$ cat config.mk
export PLATFORM = sky130hd
export DESIGN_NAME = seq_tx
export DESIGN_NICKNAME = d
export VERILOG_FILES = /design/src/rtl/seq_tx.sv
export SDC_FILE = /design/constraint.sdc
export NUM_CORES = 1
export LEC_CHECK = 0
export ABC_AREA = 1
export ABC_CLOCK_PERIOD_IN_PS = 3900
export CAP_MARGIN = 20
export CORE_UTILIZATION = 40
export DETAILED_ROUTE_END_ITERATION = 7
export DONT_BUFFER_PORTS = 1
export GPL_ROUTABILITY_DRIVEN = 0
export HOLD_SLACK_MARGIN = 0.12
export SYNTH_ARGS = -nofsm -noshare
export SYNTH_HDL_FRONTEND = slang
export SYNTH_SLANG_ARGS = --single-unit
$ cat constraint.sdc
create_clock -name clk -period 3.9 [get_ports clk]
set_input_delay 0.78 -clock clk [delete_from_list [all_inputs] [get_ports clk]]
set_output_delay 0.78 -clock clk [all_outputs]
set_load 0.01 [all_outputs]
$ cat src/rtl/seq_tx.sv
// Serial pattern transmitter. It shifts out a parallel word MSB-first (for the selected length)
// and counts the overlapping 101 and 100 windows in the emitted stream.
module seq_tx #(
    parameter int W  = 42,
    parameter int LW = 6,
    parameter int CW = 6
) (
    input  logic          clk,
    input  logic          rst,
    input  logic          start,
    input  logic [W-1:0]  data,
    input  logic [LW-1:0] len,
    output logic          x,
    output logic          valid,
    output logic          busy,
    output logic          done,
    output logic [CW-1:0] cnt101,
    output logic [CW-1:0] cnt100
);

    typedef enum logic [1:0] {
        IDLE,
        SHIFT,
        FIN
    } state_t;

    localparam logic [LW-1:0] WMAX = LW'(W);

    state_t        state;
    logic [W-1:0]  sreg;
    logic [LW-1:0] remaining;
    logic [1:0]    hist;
    logic [1:0]    seen;

    logic [LW-1:0] len_c;
    logic [LW-1:0] rem_dec;
    logic [W-1:0]  aligned;
    logic [W-1:0]  sreg_next;
    logic          cur;
    logic [2:0]    window;

    // The word is left-aligned on accept, so bit remaining-1 always sits at the MSB.
    // This avoids a variable index into the shift register.
    always_comb begin
        len_c     = (len > WMAX) ? WMAX : len;
        aligned   = data << (WMAX - len_c);
        rem_dec   = remaining - LW'(1);
        sreg_next = sreg << 1;
        cur       = sreg[W-1];
        window    = {hist, cur};
    end

    always_ff @(posedge clk) begin
        if (rst) begin
            state     <= IDLE;
            sreg      <= '0;
            remaining <= '0;
            hist      <= '0;
            seen      <= '0;
            x         <= 1'b0;
            valid     <= 1'b0;
            busy      <= 1'b0;
            done      <= 1'b0;
            cnt101    <= '0;
            cnt100    <= '0;
        end else begin
            case (state)
                IDLE: begin
                    done <= 1'b0;
                    if (start) begin
                        sreg      <= aligned;
                        remaining <= len_c;
                        hist      <= '0;
                        seen      <= '0;
                        cnt101    <= '0;
                        cnt100    <= '0;
                        busy      <= 1'b1;
                        if (len_c != '0) begin
                            state <= SHIFT;
                            x     <= aligned[W-1];
                            valid <= 1'b1;
                        end else begin
                            state <= FIN;
                            done  <= 1'b1;
                        end
                    end
                end
                SHIFT: begin
                    sreg      <= sreg_next;
                    remaining <= rem_dec;
                    hist      <= {hist[0], cur};
                    if (seen != 2'd2) begin
                        seen <= seen + 2'd1;
                    end else begin
                        if (window == 3'b101 && cnt101 != '1) cnt101 <= cnt101 + CW'(1);
                        if (window == 3'b100 && cnt100 != '1) cnt100 <= cnt100 + CW'(1);
                    end
                    if (rem_dec == '0) begin
                        state <= FIN;
                        x     <= 1'b0;
                        valid <= 1'b0;
                        done  <= 1'b1;
                    end else begin
                        x <= sreg_next[W-1];
                    end
                end
                FIN: begin
                    done  <= 1'b0;
                    busy  <= 1'b0;
                    state <= IDLE;
                end
                default: state <= IDLE;
            endcase
        end
    end

endmodule

==> results.toml, run 1 <==
[run_status]
outcome = "finished clean"

[power_and_ir_drop]
switchingPower_mw = 1.21
power_density_nw_per_um2 = 457
pwr-share-seq_pct = 31.6
clkPwrFrac_pct = 27.2
power_mw = 2.87
p_sw_share_pct = 42.2
internal_power_mw = 1.66
cellLeakagePower_nw = 2.92
power_frac_comb_pct = 41.2
ir_drop_mv = 0.231

[synthesis]
synth_area_um2 = 5980
synthTopCellsByArea = "dfxtp_1, nand3_1, nand2_1, a21oi_1, o21ai_0"
async_flop_share_pct = 0
ys_seq_elements = 70
ys.flop_type = "dfxtp_1"
synth_top_area_share_pct = 23.4
yosys.area.top_type = "dfxtp_1"
syn_nets = 1072
synth_edf_count = 0
avgSynthCellArea_um2 = 5.92
seq_area_frac_synth_pct = 23.4
synth_cell_types = 43
ys_warn_count = 0
synthCells = 1010

[timing]
finalSetupViolCount = 0
fin_crit_ns = 3.21
skew_ns = 0.00805
hold_violations = 0
tns_ns = 0
finalCritPeriodShare_pct = 82.4
fmax_mhz = 311
setup_ws_ns = 0.686
worstMarginPinSlew_ns = 0.818
slew_headroom_pct = 45.4
rsz0062_at_grt = "false"
slew_violations = 0

[clock_network]
post-cts-setup-buffers = 0
cts_resized = 0
cts_made_buffers = 9
htreeDepth = 3
cts_buffer_depth = 2
cts_tree = "done"
clk_pin_slew_worst_paths_ns = 0.06
root_buffer = "clkbuf_16"
clk_latency_ns = 0.33
holdBufCountCts = 0
cts_sinks = 70

[floorplan]
initial_core_util_pct = 41.1
fp.dieW_um = 124
ios = 67
dieHeight_um = 124
core_area_um2 = 14500
die_area_um2 = 15400
rows = 44

[placement]
dpl.hpwl_um = 13000
port-buffer-count = 0
dp_slack_ns = 0.428

[worst_setup_path]
cp.required_ns = 4.17
reg2reg_depth = 16
cp_common_cell = "nand2_4"
path_buf_inv = 5
critPathMaxStageDelay_ns = 0.51
path_max_fanout = 37
cp.arrival_ns = 3.49
r2r_slack_ns = 1.40
r2r-start = "state[0]"
path_delay_family = "simple AND/OR/NAND/NOR gates"
r2r-end = "cnt100[5]"
start_kind = "input pin"
critPathCaptureType = "register"
path_cells = "inv_1 > nand2_4 > nand2_4 > nand2_4 > nand2_8 > nand2_8 > inv_2 > ha_1 > inv_1 > nand2_4 > nand2_4 > inv_2 > nand3_1 > nand3_1 > and2_1 > nand2_1 > nand3_1 > o211ai_1 > inv_1"
critPathKind = "in2reg"
critPathSlowestCell = "inv_2"

[final_layout]
ff_latch_area_um2 = 1400
nFillCells = 1623
syn2layout_area_growth_pct = 4.92
multi_input_area_um2 = 3900
layout.nets = 1030
diodes = 0
drive_above_1_share_pct = 6.78

[min_path]
whs_endpoint = "hist[1]"
hold_class = "reg2reg"
whs_path_depth = 2
hold_start = "hist[1]"

[routing]
drt_iter0_markers = 512
detail_route.vias_per_cell = 5.62
drt_pre_antenna_iters = 6
wirelength_um = 18200
drc = 0
antenna_left = 0
routedWlPerCell_um = 15.7
route.vias.total = 6504

[global_route]
gr-total-overflow = 0
grt_pass1_vias = 6016
grt_antenna_before_repair = 0
grt_pass1_wl_um = 29900
grt_usage_pct = 23.4
grt_max_degree = 57

[job]
maxCapViolCount = 0
[registers in the layout (all words and copies together), names as in the netlist]
signal,cells
done,1
hist,2
cnt101,6
x,1
sreg,42
valid,1
busy,1
remaining,6
cnt100,6
seen,2
state,2
[synth_stat cells (3+ instances only)]
master,instances
nand3b_1,7
o21ai_0,72
and2_1,4
buf_4,8
nand2_2,4
o211ai_1,17
a21oi_1,85
nand4_1,5
dfxtp_1,70
nand3_1,199
o21bai_1,3
buf_1,7
ha_1,11
nand2_1,253
xor2_1,3
or2_2,5
a221oi_1,3
inv_2,6
buf_2,20
nor2_1,45
o21ai_1,12
buf_6,4
nand2_4,6
nor3_1,4
xnor2_1,3
clkbuf_1,27
nor2_2,6
inv_1,90
a31oi_1,11
[how the worst max path moves through the flow]
stage            from        to  cells after the start
4_1_cts        len[2]  sreg[24]                     19
6_report       len[2]  sreg[24]                     19
3_3_place_gp   len[2]  sreg[24]                     19
5_1_grt        len[2]  sreg[24]                     19
3_5_place_dp   len[2]  sreg[24]                     19
2_1_floorplan  len[0]         x                     18
[cells by family (layout without fill, tap and decap cells)]
| kind of cell | Yosys count | count (layout) | synth area share [%] |
|---|---|---|---|
| DFF | 70 | 70 | 23.4 |
| adders and majority gates | 11 | 11 | 2.30 |
| buffers and inverters | 162 | 125 | 11.6 |
| xor gates and xnor gates | 6 | 6 | 0.879 |
| AOI/OAI and AO/OA | 213 | 213 | 19.9 |
| and+or+nand+nor | 548 | 548 | 41.9 |
[per-stage QoR]
step / hold slack, ns / utilization (%) / cell area (um2) / cells
final: 0.457 / 43.2 / 6270 / 1157
after global placement: 0.447 / 41.2 / 5990 / 1141
after detailed placement: 0.449 / 41.2 / 5990 / 1141
after CTS: 0.459 / 43.2 / 6270 / 1157
after floorplan: 0.422 / - / 5980 / 1010
after global routing: 0.474 / 43.2 / 6270 / 1157
[power groups by stage]
stage / Sequential (mW) / Clock [mW] / Combinational, mW
final: 0.904 / 0.781 / 1.18
after global routing: 0.916 / 0.835 / 1.32
after CTS: 0.902 / 0.796 / 1.17
after floorplan: 0.896 / 0 / 0.916
after detailed placement: 0.916 / 0 / 1.16
after global placement: 0.914 / 0 / 1.16
[metal layers]
metal	share of wire (%)	global-route usage (%)	up-vias
li1	-	-	3289
met1	47	31.8	3011
met2	46	36.7	178
met3	6.2	5.37	26
met4	1.6	7.09	0
met5	0	0	-
[tightest hold or removal path: stages, from the launching register on]
cell and delay, ns:
dfxtp_1 0.31, nand2_1 0.06, a21oi_1 0.05
[placed cells by master, fill, tap and decap left out, drive strengths merged]
cell        n
nand4       5
clkinv      3
clkinvlp    2
o211ai     18
buf        13
nor4        1
a221oi      3
o22ai       1
nand3     200
a21boi      2
dfxtp      70
inv        97
ha         11
a31oi      11
o21ai      84
a21oi      87
and3        1
xnor2       3
nor2       52
or2         5
and2        6
nor3b       2
o21a        2
nand2     265
xor2        3
a211oi      1
nor3        4
nand3b      7
a32oi       1
o21bai      3
clkbuf     10
[layout make-up]
cell class	count	area share, %
inverter	96	5.75
multi-input combinational	778	62.1
tap	184	3.67
clock inverter	6	0.738
sequential	70	22.3
timing repair buffer	13	1.56
clock buffer	10	3.81
No activity file was read; power rests on OpenSTA's default activity.
==> inputs of run 2 (changes only) <==
--- a/config.mk
+++ b/config.mk
@@ -6,7 +6,7 @@
 export NUM_CORES = 1
 export LEC_CHECK = 0
 export ABC_AREA = 1
-export ABC_CLOCK_PERIOD_IN_PS = 3900
+export ABC_CLOCK_PERIOD_IN_PS = 2800
 export CAP_MARGIN = 20
 export CORE_UTILIZATION = 40
 export DETAILED_ROUTE_END_ITERATION = 7
==> constraint.sdc (replaced) <==
create_clock -name clk -period 2.8 [get_ports clk]
set_input_delay 0.56 -clock clk [delete_from_list [all_inputs] [get_ports clk]]
set_output_delay 0.56 -clock clk [all_outputs]
set_load 0.01 [all_outputs]
==> run 2 against run 1 <==
Effect of this change: clock power is 55% higher; flip-flop and latch count stayed put; core utilization is 2.0 points higher; non-clock buffer count is 19 higher; final cell count is 1.6% higher; critical endpoint is now sreg[25]; hold slack worse by 0.17 ns; total power is 47% higher; largest cell class unchanged; critical path type unchanged.
==> results.toml, run 2 (synthesis results as in run 1) <==
[timing]
fmax_mhz = 415
setup_ws_ns = 0.389
slew_violations = 0
finalSetupViolCount = 0
tns_ns = 0
rsz0062_at_grt = "false"
slew_headroom_pct = 68.6
hold_violations = 0
skew_ns = 0.00852
fin_crit_ns = 2.41
worstMarginPinSlew_ns = 0.471
finalCritPeriodShare_pct = 86.1

[final_layout]
fin_util_pct = 45.2
regMostFlops = "sreg"
finish.instance_area_um2 = 6560
mostFrequentLayoutCell = "nand2_1"
largest_register_ffs = 42
syn2layout_area_growth_pct = 9.79
final_cell_mix = "nand2_1, nand3_1, inv_1"
instances_no_fill = 1176
diodes = 0
layout.nets = 1049
drive_above_1_share_pct = 8.47

[worst_setup_path]
critPathKind = "in2reg"
path_max_fanout = 39
critPathCaptureType = "register"
cp.required_ns = 3.03
start_kind = "input pin"
cp.arrival_ns = 2.64
reg2reg_depth = 13

[placement]
dp.cells = 1160
dpl.hpwl_um = 13400
place_area_um2 = 6240
dp_slack_ns = 0.0398
port-buffer-count = 0

[floorplan]
core_area_um2 = 14500
dieHeight_um = 124
initial_core_util_pct = 41.1
ios = 67
rows = 44
fp.dieW_um = 124
die_area_um2 = 15400

[global_route]
grt_max_degree = 52
gr-total-overflow = 0
grt_pass1_wl_um = 30400
grt_antenna_before_repair = 0
grt_usage_pct = 23.8
grt_pass1_vias = 6122

[clock_network]
cts_tree = "done"
htreeDepth = 3
cts_made_buffers = 9
clk_pin_slew_worst_paths_ns = 0.06
clk_latency_ns = 0.33
holdBufCountCts = 0
cts_resized = 0
post-cts-setup-buffers = 0
root_buffer = "clkbuf_16"
cts_sinks = 70
cts_buffer_depth = 2

[min_path]
whs_path_depth = 1
hold_class = "in2reg"

[routing]
drt_iter0_markers = 593
wirelength_um = 18100
drt_pre_antenna_iters = 5
detail_route.vias_per_cell = 5.51
antenna_left = 0
route.vias.total = 6475
drc = 0
routedWlPerCell_um = 15.4

[power_and_ir_drop]
cellLeakagePower_nw = 3.08
ir_drop_mv = 0.319
power_density_nw_per_um2 = 641

[job]
maxCapViolCount = 0

[run_status]
outcome = "finished clean"
-- run 2: cell count changes in the layout (fill, tap and decap cells not counted) --
cell	delta
clkinv_4	-2
clkbuf_8	+3
bufinv_16	+1
clkbuf_1	+1
buf_4	+10
clkinvlp_4	-1
buf_12	+9
inv_6	-1
clkinv_2	-1
-- run 2: power breakdown --
part	switching (mW)	leakage, nW	internal, mW
clock network	0.423	0.155	0.787
registers	0.0971	0.575	1.16
logic	1.14	2.35	0.605
total	1.66	3.08	2.55
-- run 2: worst max-delay path: stages --
cell,delay (ns)
inv_1,0.07
nand2_4,0.07
nand2_4,0.08
a21boi_0,0.08
nor2_1,0.15
inv_1,0.07
ha_1,0.34
inv_1,0.11
buf_12,0.20
nand3_1,0.15
nand3_1,0.12
nand3_1,0.14
and2_1,0.20
nand2_1,0.06
nand3_1,0.06
o211ai_1,0.08
inv_1,0.05
-- run 2: layout make-up --
cell class	instances	area, um2
flip-flops and latches	70	1400
repair buffers	32	353
fillers	1599	7970
multi-input cells	778	3900
well taps	184	230
clock inverters	2	37.5
inverters	96	360
clock buffers	14	284
-- run 2: through the flow --
step           hold WS, ns  power, mW
5_1_grt              0.274       4.52
2_1_floorplan        0.422       2.52
6_report             0.288       4.21
3_5_place_dp         0.451       2.99
3_3_place_gp         0.438       2.99
4_1_cts              0.277       4.22
-- run 2: path summary, 6_finish.rpt --
kind / slack [ns] / end / startpoint
setup reg to reg: 0.68 / cnt100[5] / state[1]
setup / recovery: 0.39 / sreg[25] / len[2]
hold / removal: 0.29 / valid / rst
hold reg to reg: 0.46 / seen[0] / seen[0]
-- run 2: layer usage --
layer | up-vias | GRT usage [%] | routed length, um
met5 | - | 0 | 0
met4 | 0 | 5.39 | 196
met3 | 17 | 5.20 | 1110
met2 | 197 | 38.4 | 8380
met1 | 2926 | 32.3 | 8420
li1 | 3335 | - | -
